## src/rtl/button_pulse_conditioner.sv

```systemverilog
// Push-button conditioner: 2-FF synchronizer, debounce FSM and optional
// hold-to-auto-repeat generator producing single-cycle press/release strobes.
// All outputs are registered; btn_in only ever reaches the FSM through the
// synchronizer.
module button_pulse_conditioner #(
    parameter int DEBOUNCE_CYCLES = 1_000_000,
    parameter int HOLD_CYCLES     = 50_000_000,
    parameter int REPEAT_CYCLES   = 10_000_000,
    parameter bit REPEAT_EN       = 1'b1
) (
    input  logic clk,
    input  logic reset,
    input  logic btn_in,
    output logic btn_level,
    output logic press_pulse,
    output logic release_pulse,
    output logic repeat_active
);

    localparam int MAX_DH = (DEBOUNCE_CYCLES > HOLD_CYCLES) ? DEBOUNCE_CYCLES : HOLD_CYCLES;
    localparam int MAX_P  = (MAX_DH > REPEAT_CYCLES) ? MAX_DH : REPEAT_CYCLES;
    // Counters only ever reach PARAM-1, so $clog2(PARAM) bits are enough.
    localparam int CNT_W  = (MAX_P > 1) ? $clog2(MAX_P) : 1;

    localparam logic [CNT_W-1:0] DB_LAST   = CNT_W'(DEBOUNCE_CYCLES - 1);
    localparam logic [CNT_W-1:0] HOLD_LAST = CNT_W'(HOLD_CYCLES - 1);
    localparam logic [CNT_W-1:0] REP_LAST  = CNT_W'(REPEAT_CYCLES - 1);
    localparam logic [CNT_W-1:0] CNT_ONE   = CNT_W'(1);

    typedef enum logic [1:0] {
        IDLE       = 2'd0,
        DB_PRESS   = 2'd1,
        HELD       = 2'd2,
        DB_RELEASE = 2'd3
    } state_t;

    state_t           r_state;
    state_t           w_state_nxt;
    logic             r_s1;
    logic             r_s2;
    logic [CNT_W-1:0] r_db_cnt;
    logic [CNT_W-1:0] r_hold_cnt;
    logic [CNT_W-1:0] r_rep_cnt;
    logic [CNT_W-1:0] w_db_cnt_nxt;
    logic [CNT_W-1:0] w_hold_cnt_nxt;
    logic [CNT_W-1:0] w_rep_cnt_nxt;
    logic             r_level;
    logic             r_press;
    logic             r_release;
    logic             r_rep_act;
    logic             w_level_nxt;
    logic             w_press_nxt;
    logic             w_release_nxt;
    logic             w_rep_act_nxt;
    logic             w_db_done;

    assign w_db_done = (r_db_cnt == DB_LAST);

    // Two-flop synchronizer for the asynchronous button input.
    always_ff @(posedge clk or negedge reset) begin
        if (!reset) begin
            r_s1 <= 1'b0;
            r_s2 <= 1'b0;
        end else begin
            r_s1 <= btn_in;
            r_s2 <= r_s1;
        end
    end

    // FSM state register.
    always_ff @(posedge clk or negedge reset) begin
        if (!reset) begin
            r_state <= IDLE;
        end else begin
            r_state <= w_state_nxt;
        end
    end

    // Next-state logic: any disagreement during a debounce window aborts it.
    always_comb begin
        w_state_nxt = r_state;
        case (r_state)
            IDLE:       if (r_s2) w_state_nxt = DB_PRESS;
            DB_PRESS:   if (!r_s2) w_state_nxt = IDLE;
                        else if (w_db_done) w_state_nxt = HELD;
            HELD:       if (!r_s2) w_state_nxt = DB_RELEASE;
            DB_RELEASE: if (r_s2) w_state_nxt = HELD;
                        else if (w_db_done) w_state_nxt = IDLE;
            default:    w_state_nxt = IDLE;
        endcase
    end

    // Output and counter next values; counters stop at their terminal value
    // instead of wrapping, and a repeat is held off one cycle rather than
    // producing back-to-back press strobes.
    always_comb begin
        w_db_cnt_nxt   = r_db_cnt;
        w_hold_cnt_nxt = r_hold_cnt;
        w_rep_cnt_nxt  = r_rep_cnt;
        w_level_nxt    = r_level;
        w_press_nxt    = 1'b0;
        w_release_nxt  = 1'b0;
        w_rep_act_nxt  = r_rep_act;
        case (r_state)
            IDLE: begin
                w_db_cnt_nxt = '0;
            end
            DB_PRESS: begin
                if (r_s2) begin
                    if (w_db_done) begin
                        w_level_nxt    = 1'b1;
                        w_press_nxt    = 1'b1;
                        w_hold_cnt_nxt = '0;
                        w_rep_cnt_nxt  = '0;
                        w_rep_act_nxt  = 1'b0;
                    end else begin
                        w_db_cnt_nxt = r_db_cnt + CNT_ONE;
                    end
                end
            end
            HELD: begin
                if (!r_s2) begin
                    w_db_cnt_nxt = '0;
                end else if (REPEAT_EN) begin
                    if (!r_rep_act) begin
                        if (r_hold_cnt == HOLD_LAST) begin
                            if (!r_press) begin
                                w_press_nxt   = 1'b1;
                                w_rep_act_nxt = 1'b1;
                                w_rep_cnt_nxt = '0;
                            end
                        end else begin
                            w_hold_cnt_nxt = r_hold_cnt + CNT_ONE;
                        end
                    end else begin
                        if (r_rep_cnt == REP_LAST) begin
                            if (!r_press) begin
                                w_press_nxt   = 1'b1;
                                w_rep_cnt_nxt = '0;
                            end
                        end else begin
                            w_rep_cnt_nxt = r_rep_cnt + CNT_ONE;
                        end
                    end
                end
            end
            DB_RELEASE: begin
                if (!r_s2) begin
                    if (w_db_done) begin
                        w_level_nxt   = 1'b0;
                        w_rep_act_nxt = 1'b0;
                        w_release_nxt = 1'b1;
                    end else begin
                        w_db_cnt_nxt = r_db_cnt + CNT_ONE;
                    end
                end
            end
            default: begin
                w_db_cnt_nxt = '0;
            end
        endcase
    end

    // Registered outputs and counters.
    always_ff @(posedge clk or negedge reset) begin
        if (!reset) begin
            r_db_cnt   <= '0;
            r_hold_cnt <= '0;
            r_rep_cnt  <= '0;
            r_level    <= 1'b0;
            r_press    <= 1'b0;
            r_release  <= 1'b0;
            r_rep_act  <= 1'b0;
        end else begin
            r_db_cnt   <= w_db_cnt_nxt;
            r_hold_cnt <= w_hold_cnt_nxt;
            r_rep_cnt  <= w_rep_cnt_nxt;
            r_level    <= w_level_nxt;
            r_press    <= w_press_nxt;
            r_release  <= w_release_nxt;
            r_rep_act  <= w_rep_act_nxt;
        end
    end

    assign btn_level     = r_level;
    assign press_pulse   = r_press;
    assign release_pulse = r_release;
    assign repeat_active = r_rep_act;

endmodule

```

## config.mk

```make
export PLATFORM = sky130hd
export DESIGN_NAME = button_pulse_conditioner
export DESIGN_NICKNAME = d
export VERILOG_FILES = /design/src/rtl/button_pulse_conditioner.sv
export SDC_FILE = /design/constraint.sdc
export NUM_CORES = 1
export LEC_CHECK = 0
export CAP_MARGIN = 40
export CORE_MARGIN = 1
export CORE_UTILIZATION = 51
export DETAILED_ROUTE_END_ITERATION = 10
export PLACE_DENSITY = 0.68
export SYNTH_ARGS = -nofsm -noshare
export SYNTH_HDL_FRONTEND = slang
export SYNTH_SLANG_ARGS = --single-unit
```

## constraint.sdc

```tcl
create_clock -name clk -period 6.2 [get_ports clk]
set_input_delay 1.55 -clock clk [delete_from_list [all_inputs] [get_ports clk]]
set_output_delay 1.55 -clock clk [all_outputs]
set_load 0.005 [all_outputs]
```

[Word level (Yosys, flattened, before mapping)]
Index checks and enable logic that the tools add are counted.
Cells by class
  mux-type cells: 45
  add/sub/neg operators: 3
  equal/unequal tests: 18
  reduce and logical (&&, ||, !) cells: 10
Operators with widths (number)
  26-bit 2-to-1 mux: 14
  26-bit one-hot mux with 2 select lines: 2
  26-bit one-hot mux with 4 select lines: 1
  26-bit by 1-bit adder with 26-bit output, second input constant: 3
  26-bit by 20-bit equality test with 1-bit output, second input constant: 1
  26-bit by 24-bit equality test with 1-bit output, second input constant: 1
  26-bit equality test, second input constant: 1
  1-bit 2-to-1 mux: 18
  2-bit != test, second input constant: 9
  2-bit 2-to-1 mux: 6
  5-bit AND reduction: 2
  3-bit != test, second input constant: 3
  2-bit one-hot mux with 4 select lines: 1
  4-bit AND reduction: 2
  6-bit AND reduction: 1
  2-bit equality test, second input constant: 2
  1-bit one-hot mux with 2 select lines: 2
  2-bit nonzero test: 2
  1-bit one-hot mux with 3 select lines: 1
  3-bit AND reduction: 1
  3-bit nonzero test: 1
  2-bit by 1-bit equality test with 1-bit output, second input constant: 1
  2-bit logical NOT: 1
Word-level totals
  flip-flop bits (word level): 86
  output and inout port bits: 4
  logic and storage cells: 86

[Depth between registers and ports, before layout]
Gate-level depths: netlist of the first run.
  word-level depth: 5
  depth in mapped cells: 11
  mapped depth without buffers: 8

[Least setup slack after synthesis of the first run]
OpenSTA, ideal clock, no wires.
  kind: register to register
  start: reg r_state[0]
  end: reg r_db_cnt[25]
  buffers on the path: 1
  stages on the path, launching flop included: 10
  clock period less this slack: 2319 ps
  library setup time: 132 ps
  slack: 3881 ps
  arrival: 2187 ps
  cells stage by stage: dfrtp_1 inv_1 ha_1 clkbuf_1 nor3b_1 o2111ai_1 nor3_1 nand4_1 xor2_1 nor2_1
Between the ends
  longest elaborated chain between the ends: 3
  elaborated cells between the ends (all ways): 9
Ends and longest elaborated chain
  start, declared: line 37  | state_t r_state;
  start signal, assigned: line 75  | r_state <= w_state_nxt;
  2-bit equality test / 2-bit by 1-bit equality test with 1-bit output (equally long branches): line 104  | case (r_state)
  2-bit != test (no source line)
  3-bit AND reduction (no source line)
  end signal, assigned: line 175  | r_db_cnt <= w_db_cnt_nxt;
  end, declared: line 41  | logic [CNT_W-1:0] r_db_cnt;
Several ways; a longest one is shown, not always the timed one.
A chain may end at the register's enable or synchronous reset.

[Worst setup path in the final report of the first run]
  start: reg r_rep_act (netlist: repeat_active)
  end: out repeat_active
RTL lines
  start, declared: line 50  | logic r_rep_act;
  start signal, assigned: line 181  | r_rep_act <= w_rep_act_nxt;
  end, declared: line 17  | output logic repeat_active
No word-level cell between the ends.

==> metrics.md, run 1 <==
| Metric | Value |
|---|---|
| Vert. Die Dim | 102 µm |
| Slowest stage cell, crit path | dfrtp_1 |
| Placer Congestion | about 0.81 |
| CP Capture Type | output port |
| Cts hold-fix bufs | 0 |
| Layout cell share with drive strength beyond 1 | 0.0543 |
| TritonCTS buffer count | 9 |
| First-pass GRT wire length | roughly 20000 µm |
| Hold Path Cell Cnt | 0 |
| P&R area growth vs syn | 6.91% |
| Hold Path Origin | r_s1 |
| Total Neg Setup Slack | 0 ns |
| Most common cell after layout, fill and taps aside | dfrtp_1 |
| Worst slew margin | 0.460 |
| Worst setup SP type | flip-flop |
| Sequential share of the synthesized area | 0.426 |
| Internal Power | roughly 910 µW |
| Crit path from | repeat_active |
| Detailed Place HPWL | about 7600 µm |
| Syn avg cell area | between 8 and 9 µm² |
| Period utilisation layout | 0.534 |
| CP max FO | 20 |
| Mapped Area | approximately 0.0051 mm² |
| Clk Tree Root Cell | clkbuf_8 |
| Clk_lat worst skew | about 0.36 ns |
| H-tree Lvls | 3 |
| Drt pass-1 iters | 4 |
| Via/cell ratio | slightly above 6 |
| Die width | between 100 and 150 µm |
| Max-cap violations | 0 |
| Status | complete, no violations |
| Top cell type's share of synthesized area | 0.426 |
| Worst vdd ir | around 0.14 mV |
| CP Cell Sequence | clkdlybuf4s50_1 |
| Fin. Hold Viols | 0 |
| Logic pwr share | 0.235 |
| Fin nets | around 580 |
| Sequential share of power | 0.448 |
| FMAX | 302 MHz |
| Grt total ovfl | 0 |
| Clk buf depth | 2 |
| Least-Margin Pin Slew | 0.810 ns |
| Yosys Warn Count | 0 |
| Post-synth cell types | 64 |
| Sw frac | 0.334 |
| Die area | around 0.010 mm² |
| Worst setup margin | roughly 2.9 ns |
| PostCTS Resize Cnt | 0 |
| Clock share of power | 0.316 |
| Final setup vio count | 0 |
| Worst-path clk slew | around 0.08 ns |
| Crit path DAT | approximately 1.8 ns |
| EDFF count, synth | 0 |
| Vias in the first global route | around 4.2k |
| Worst Hold Path EP | r_s2 |
| Area leader, netlist | dfrtp_1 |
| Pwr per Cell Area | between 200 and 300 mW/mm² |
| CTS tree | built |
| Switch Pwr | 453 µW |
| Syn Nets | just under 600 |
| Reg-to-reg endpoint | r_hold_cnt[22] |
| CTS Sinks | 86 |
| Reg-to-Reg Start | r_state[0] |
| Post-CTS setup buffers | 0 |
| R2r setup slk | 3.21 ns |
| Family with the most delay on the worst path | flip-flops |
| Filler instances | ~860 |
| DRC violations left | 0 |
| Port bufs | 6 |
| R2R depth | 7 |
| Worst path max stage delay | roughly 0.8 ns |
| Initial antenna violation count | 0 |
| P_leak | about 0.0022 µW |
| Cell Count Post-Placement | 686 |
| Worst EP required | around 4.7 ns |
| Crit path kind | flip-flop to output port |
| Floorplan row count | 35 |
| Worst path depth | 1 |
| Via count | ~4.3k |
| ANT nets after route | 0 |
| RSZ-0062 raised after global routing | false |
| Largest net degree at the start of global routing | between 40 and 50 |
| Worst slack, placed | 3.26 ns |
| Mapped Cells | about 580 |
| Worst clock skew | between 0.015 and 0.02 ns |
| Ports | 7 |
| Layout Cells excl Fill | 700 |
| Bufs and invs on worst path | 1 |
| Initial core utilization | 0.537 |
| Min Tclk post-route | 3.31 ns |
| All-Layer GR Usage | 0.245 |
| Slew Limit Fails | 0 |
| Share of synthesized registers carrying an async set or reset | 1.00 |
| Most area-consuming cells after synthesis | dfrtp_1 (43%), nand2_1 (4.6%), nor2_1 (3.9%), a21oi_1 (3.2%), o21ai_0 (3.2%) |
| Wire per inst | approximately 16 µm |
| Main synth FF type | dfrtp_1 |
| Synth Register Bits | 86 |
| # diodes | 0 |
| Min-Delay Path Class | flip-flop to flip-flop |
| WL final | approximately 11000 µm |
| Commonest non-fill, non-tap cells in the layout | dfrtp_1 (86), nand2_1 (62), nor2_1 (52), o21ai_0 (32), a21oi_1 (32) |
| Iter 0 DRT Violations | 279 |
| Core area | 0.00942 mm² |
## through the flow
step | hold WS [ns] | power [µW] | cell area (µm²) | utilization
global placement | 0.333 | 933 | 5170 | 0.549
floorplan | 0.331 | 858 | 5050 | -
CTS | 0.379 | 1360 | 5400 | 0.574
detailed placement | 0.359 | 939 | 5190 | 0.551
finish | 0.374 | 1360 | 5400 | 0.574
global route | 0.380 | 1440 | 5400 | 0.574
## worst max-delay path by stage
stage / endpoint / slack (ns)
after floorplan: r_db_cnt[25] / 3.88
after global placement: repeat_active / 3.29
after detailed placement: repeat_active / 3.26
after CTS: repeat_active / 2.88
after global routing: repeat_active / 2.78
final: repeat_active / 2.89
## cells by family (layout without fill, tap and decap cells)
kind of cell             Yosys count  in the layout  synth area share
AO/OA/AOI/OAI                    138            138             0.181
XOR/XNOR                          34             34            0.0589
adder cells (fa/ha/maj)            7              7            0.0173
buffers and inverters             39             35            0.0337
flip-flops                        86             86             0.426
multiplexers                       3              3           0.00644
AND/OR/NAND/NOR                  268            268             0.277
## flip-flops by register name, summed over array words and instances (netlist names), named ones only
signal and flops:
r_state 1, r_s1 1, btn_level 1, r_db_cnt 26, repeat_active 1, r_hold_cnt 26, r_s2 1, release_pulse 1
press_pulse 1, r_rep_cnt 26
## per-layer routing
layer | wire, µm | global-route usage | vias up
met2 | 5350 | 0.393 | 76
met3 | 349 | 0.0462 | 10
met5 | 0 | 0 | -
met4 | 119 | 0.0635 | 0
met1 | 5660 | 0.341 | 2149
li1 | - | - | 2110
## power by group through the flow
| stage | sequential, µW | combinational [µW] | clock (µW) |
|---|---|---|---|
| 2_1_floorplan | 613 | 245 | 0 |
| 5_1_grt | 614 | 359 | 464 |
| 3_3_place_gp | 617 | 316 | 0 |
| 4_1_cts | 608 | 321 | 435 |
| 3_5_place_dp | 619 | 320 | 0 |
| 6_report | 609 | 320 | 430 |
## cell usage after synthesis (all sizes together) (4+ instances only)
library cell   n
dfrtp         86
nand2         62
nor2          52
o21ai         33
a21oi         32
nand3         31
nor3          24
and3          21
clkbuf        21
xor2          18
xnor2         16
nand4         12
o31ai         12
or3           11
or4           11
a31oi         10
buf            9
nor4           9
and2           8
inv            8
a211oi         7
and4           7
ha             7
a22oi          5
nor4b          5
a211o          4
a21o           4
o211ai         4
## worst register-to-register path, stage by stage (launching register included)
cell     delay (ns)
dfrtp_1        0.44
inv_1          0.19
ha_1           0.51
o21ai_0        0.16
a41o_1         0.32
or2_1          0.54
or4_1          0.61
a21oi_1        0.15
## layout make-up
| cell class | instances | area, µm² | share of cell area |
|---|---|---|---|
| clock buffer | 10 | 138 | 0.0255 |
| clock inverter | 4 | 72.6 | 0.0134 |
| inverter | 9 | 33.8 | 0.00625 |
| multi-input combinational | 450 | 2740 | 0.507 |
| sequential | 86 | 2150 | 0.398 |
| tap | 129 | 161 | 0.0299 |
| timing repair buffer | 12 | 104 | 0.0192 |
No activity file was read; power rests on OpenSTA's default activity.
==> run 2: changes to the inputs <==
Settings changed: PLACE_DENSITY 0.68 to 0.71.
Clock period 6.2 ns to 3.03 ns, I/O delays scaled along.
==> metrics.md, run 2 (synthesized netlist as in run 1, its figures left out) <==
| Metric | Value |
|---|---|
| Status | complete, no violations |
| R2R depth | 7 (unchanged) |
| R2r setup slk | 0.22 ns (-2.99 ns) |
| CTS tree | built |
| Largest net degree at the start of global routing | 87 (+78%) |
| ANT nets after route | 0 (unchanged) |
| Layout cell share with drive strength beyond 1 | 0.0736 (+0.0193) |
| Filler instances | 830 (-3.3%) |
| Via/cell ratio | 6.10 (-1.7%) |
| Drt pass-1 iters | 4 (unchanged) |
| Cell Count Post-Placement | 697 (+1.6%) |
| P&R area growth vs syn | 8.54% |
| Wire per inst | 15.8 µm (-3.9%) |
| Area after DPL | 0.00528 mm² (+1.8%) |
| Hold slack | 0.360 ns (-0.0143 ns) |
| All-Layer GR Usage | 0.240 (-0.00477) |
| Die area | 0.0103 mm² (unchanged) |
| Fin area | 0.00548 mm² (+1.5%) |
| Final setup vio count | 0 (unchanged) |
| Via count | 4351 (+0.14%) |
| Worst vdd ir | 0.300 mV (+120%) |
| DRC violations left | 0 (unchanged) |
| Ports | 7 (unchanged) |
| Period utilisation layout | 0.928 |
| Reg-to-Reg Start | r_db_cnt[1] |
| Worst clock skew | 0.0130 ns (-0.00350 ns) |
| Layout Cells excl Fill | 713 (+1.9%) |
| Die width | 102 µm (unchanged) |
| TritonCTS buffer count | 9 (unchanged) |
| Grt total ovfl | 0 (unchanged) |
| Reg-to-reg endpoint | r_hold_cnt[22] |
| First-pass GRT wire length | 19700 µm (-1.1%) |
| Cts hold-fix bufs | 0 (unchanged) |
| Initial core utilization | 0.537 (unchanged) |
| Worst setup SP type | flip-flop |
| CP Capture Type | flip-flop |
| Iter 0 DRT Violations | 221 (-21%) |
| Crit path from | r_db_cnt[1] |
| Placer Congestion | 0.885 (+9.5%) |
| Vias in the first global route | 4234 (+0.91%) |
| Fin. Hold Viols | 0 (unchanged) |
| Fin nets | 589 (+1.9%) |
| P_leak | 0.00223 µW (+2.6%) |
| Min-Delay Path Class | flip-flop to flip-flop |
| Worst EP required | 3.31 ns (-1.34 ns) |
| Crit path kind | flip-flop to flip-flop |
| Commonest non-fill, non-tap cells in the layout | dfrtp_1 (86), nand2_1 (62), nor2_1 (52), o21ai_0 (32), a21oi_1 (32) |
| CTS Sinks | 86 (unchanged) |
| Slew Limit Fails | 0 (unchanged) |
| Max-cap violations | 0 (unchanged) |
| # diodes | 0 (unchanged) |
| RSZ-0062 raised after global routing | false |
| Finished Core Util | 0.582 (+0.00877) |
| Core area | 0.00942 mm² (unchanged) |
| Clk_lat worst skew | 0.36 ns (about the same) |
| Most common cell after layout, fill and taps aside | dfrtp_1 |
| Vert. Die Dim | 102 µm (unchanged) |
| Regs by FF count | r_db_cnt (26), r_hold_cnt (26), r_rep_cnt (26) |
| Worst-path clk slew | 0.09 ns (about the same) |
| Clk Tree Root Cell | clkbuf_8 |
| Worst slew margin | 0.549 (+0.0884) |
| H-tree Lvls | 3 (unchanged) |
| Worst setup path end | r_hold_cnt[22] |
| Crit path DAT | 3.09 ns (+1.33 ns) |
| Floorplan row count | 35 (unchanged) |
| FMAX | roughly 360 MHz |
| Total Neg Setup Slack | 0 ns (unchanged) |
| Initial antenna violation count | 0 (unchanged) |
| Port bufs | 6 (unchanged) |
| WL final | 11200 µm (-2.1%) |
| Pwr per Cell Area | 509 mW/mm² (+100%) |
| Min Tclk post-route | around 2.8 ns |
| Clk buf depth | 2 (unchanged) |
| CP max FO | 27 (+35%) |
| Detailed Place HPWL | 7730 µm (+1.3%) |
| Least-Margin Pin Slew | 0.677 ns (-0.133 ns) |
[run 2: power breakdown]
part | leakage, µW | internal (µW) | switching (µW) | total, µW
clock network | 0.0000996 | 426 | 399 | 825
logic | 0.000939 | 238 | 482 | 720
registers | 0.00119 | 1190 | 54.7 | 1250
total | 0.00223 | 1860 | 936 | 2790
[run 2: worst min-delay path by stage]
stage          start    to  depth (start not counted)
6_report        r_s1  r_s2                          0
5_1_grt         r_s1  r_s2                          0
4_1_cts         r_s1  r_s2                          0
3_5_place_dp    r_s1  r_s2                          0
3_3_place_gp    r_s1  r_s2                          0
2_1_floorplan   r_s1  r_s2                          0
[run 2: layer usage]
| layer | part of all wire | wire length (µm) | track usage |
|---|---|---|---|
| met5 | 0 | 0 | 0 |
| met2 | 0.47 | 5310 | 0.396 |
| met4 | 0.016 | 185 | 0.0948 |
| met1 | 0.48 | 5340 | 0.322 |
| met3 | 0.036 | 403 | 0.0311 |
[run 2: area by class of cell]
| type | instances | area (µm²) | area share |
|---|---|---|---|
| clock buffer | 13 | 159 | 0.0290 |
| clock inverter | 3 | 42.5 | 0.00776 |
| inverter | 9 | 33.8 | 0.00616 |
| multi-input combinational | 450 | 2740 | 0.500 |
| sequential | 86 | 2150 | 0.392 |
| tap | 129 | 161 | 0.0294 |
| timing repair buffer | 23 | 195 | 0.0356 |
[run 2: critical path, stage by stage (launching register included)]
cell and delay, ns:
dfrtp_1 0.43, ha_1 0.20, and2_1 0.19, nand2_1 0.16
o31a_1 0.49, or2_2 0.55, or4_1 0.55, a21oi_1 0.16
[run 2: what timing repair did]
action	in CTS	in global routing
setup endpoints to repair	0	9
gates resized for setup	0	1
buffers inserted	0	0
[run 2: per-stage QoR]
step / setup WS [ns] / power, µW
final: 0.218 / 2790
after global routing: 0.0320 / 2960
after CTS: 0.145 / 2820
after detailed placement: 0.169 / 1990
after global placement: 0.314 / 1960
after floorplan: 0.711 / 1760
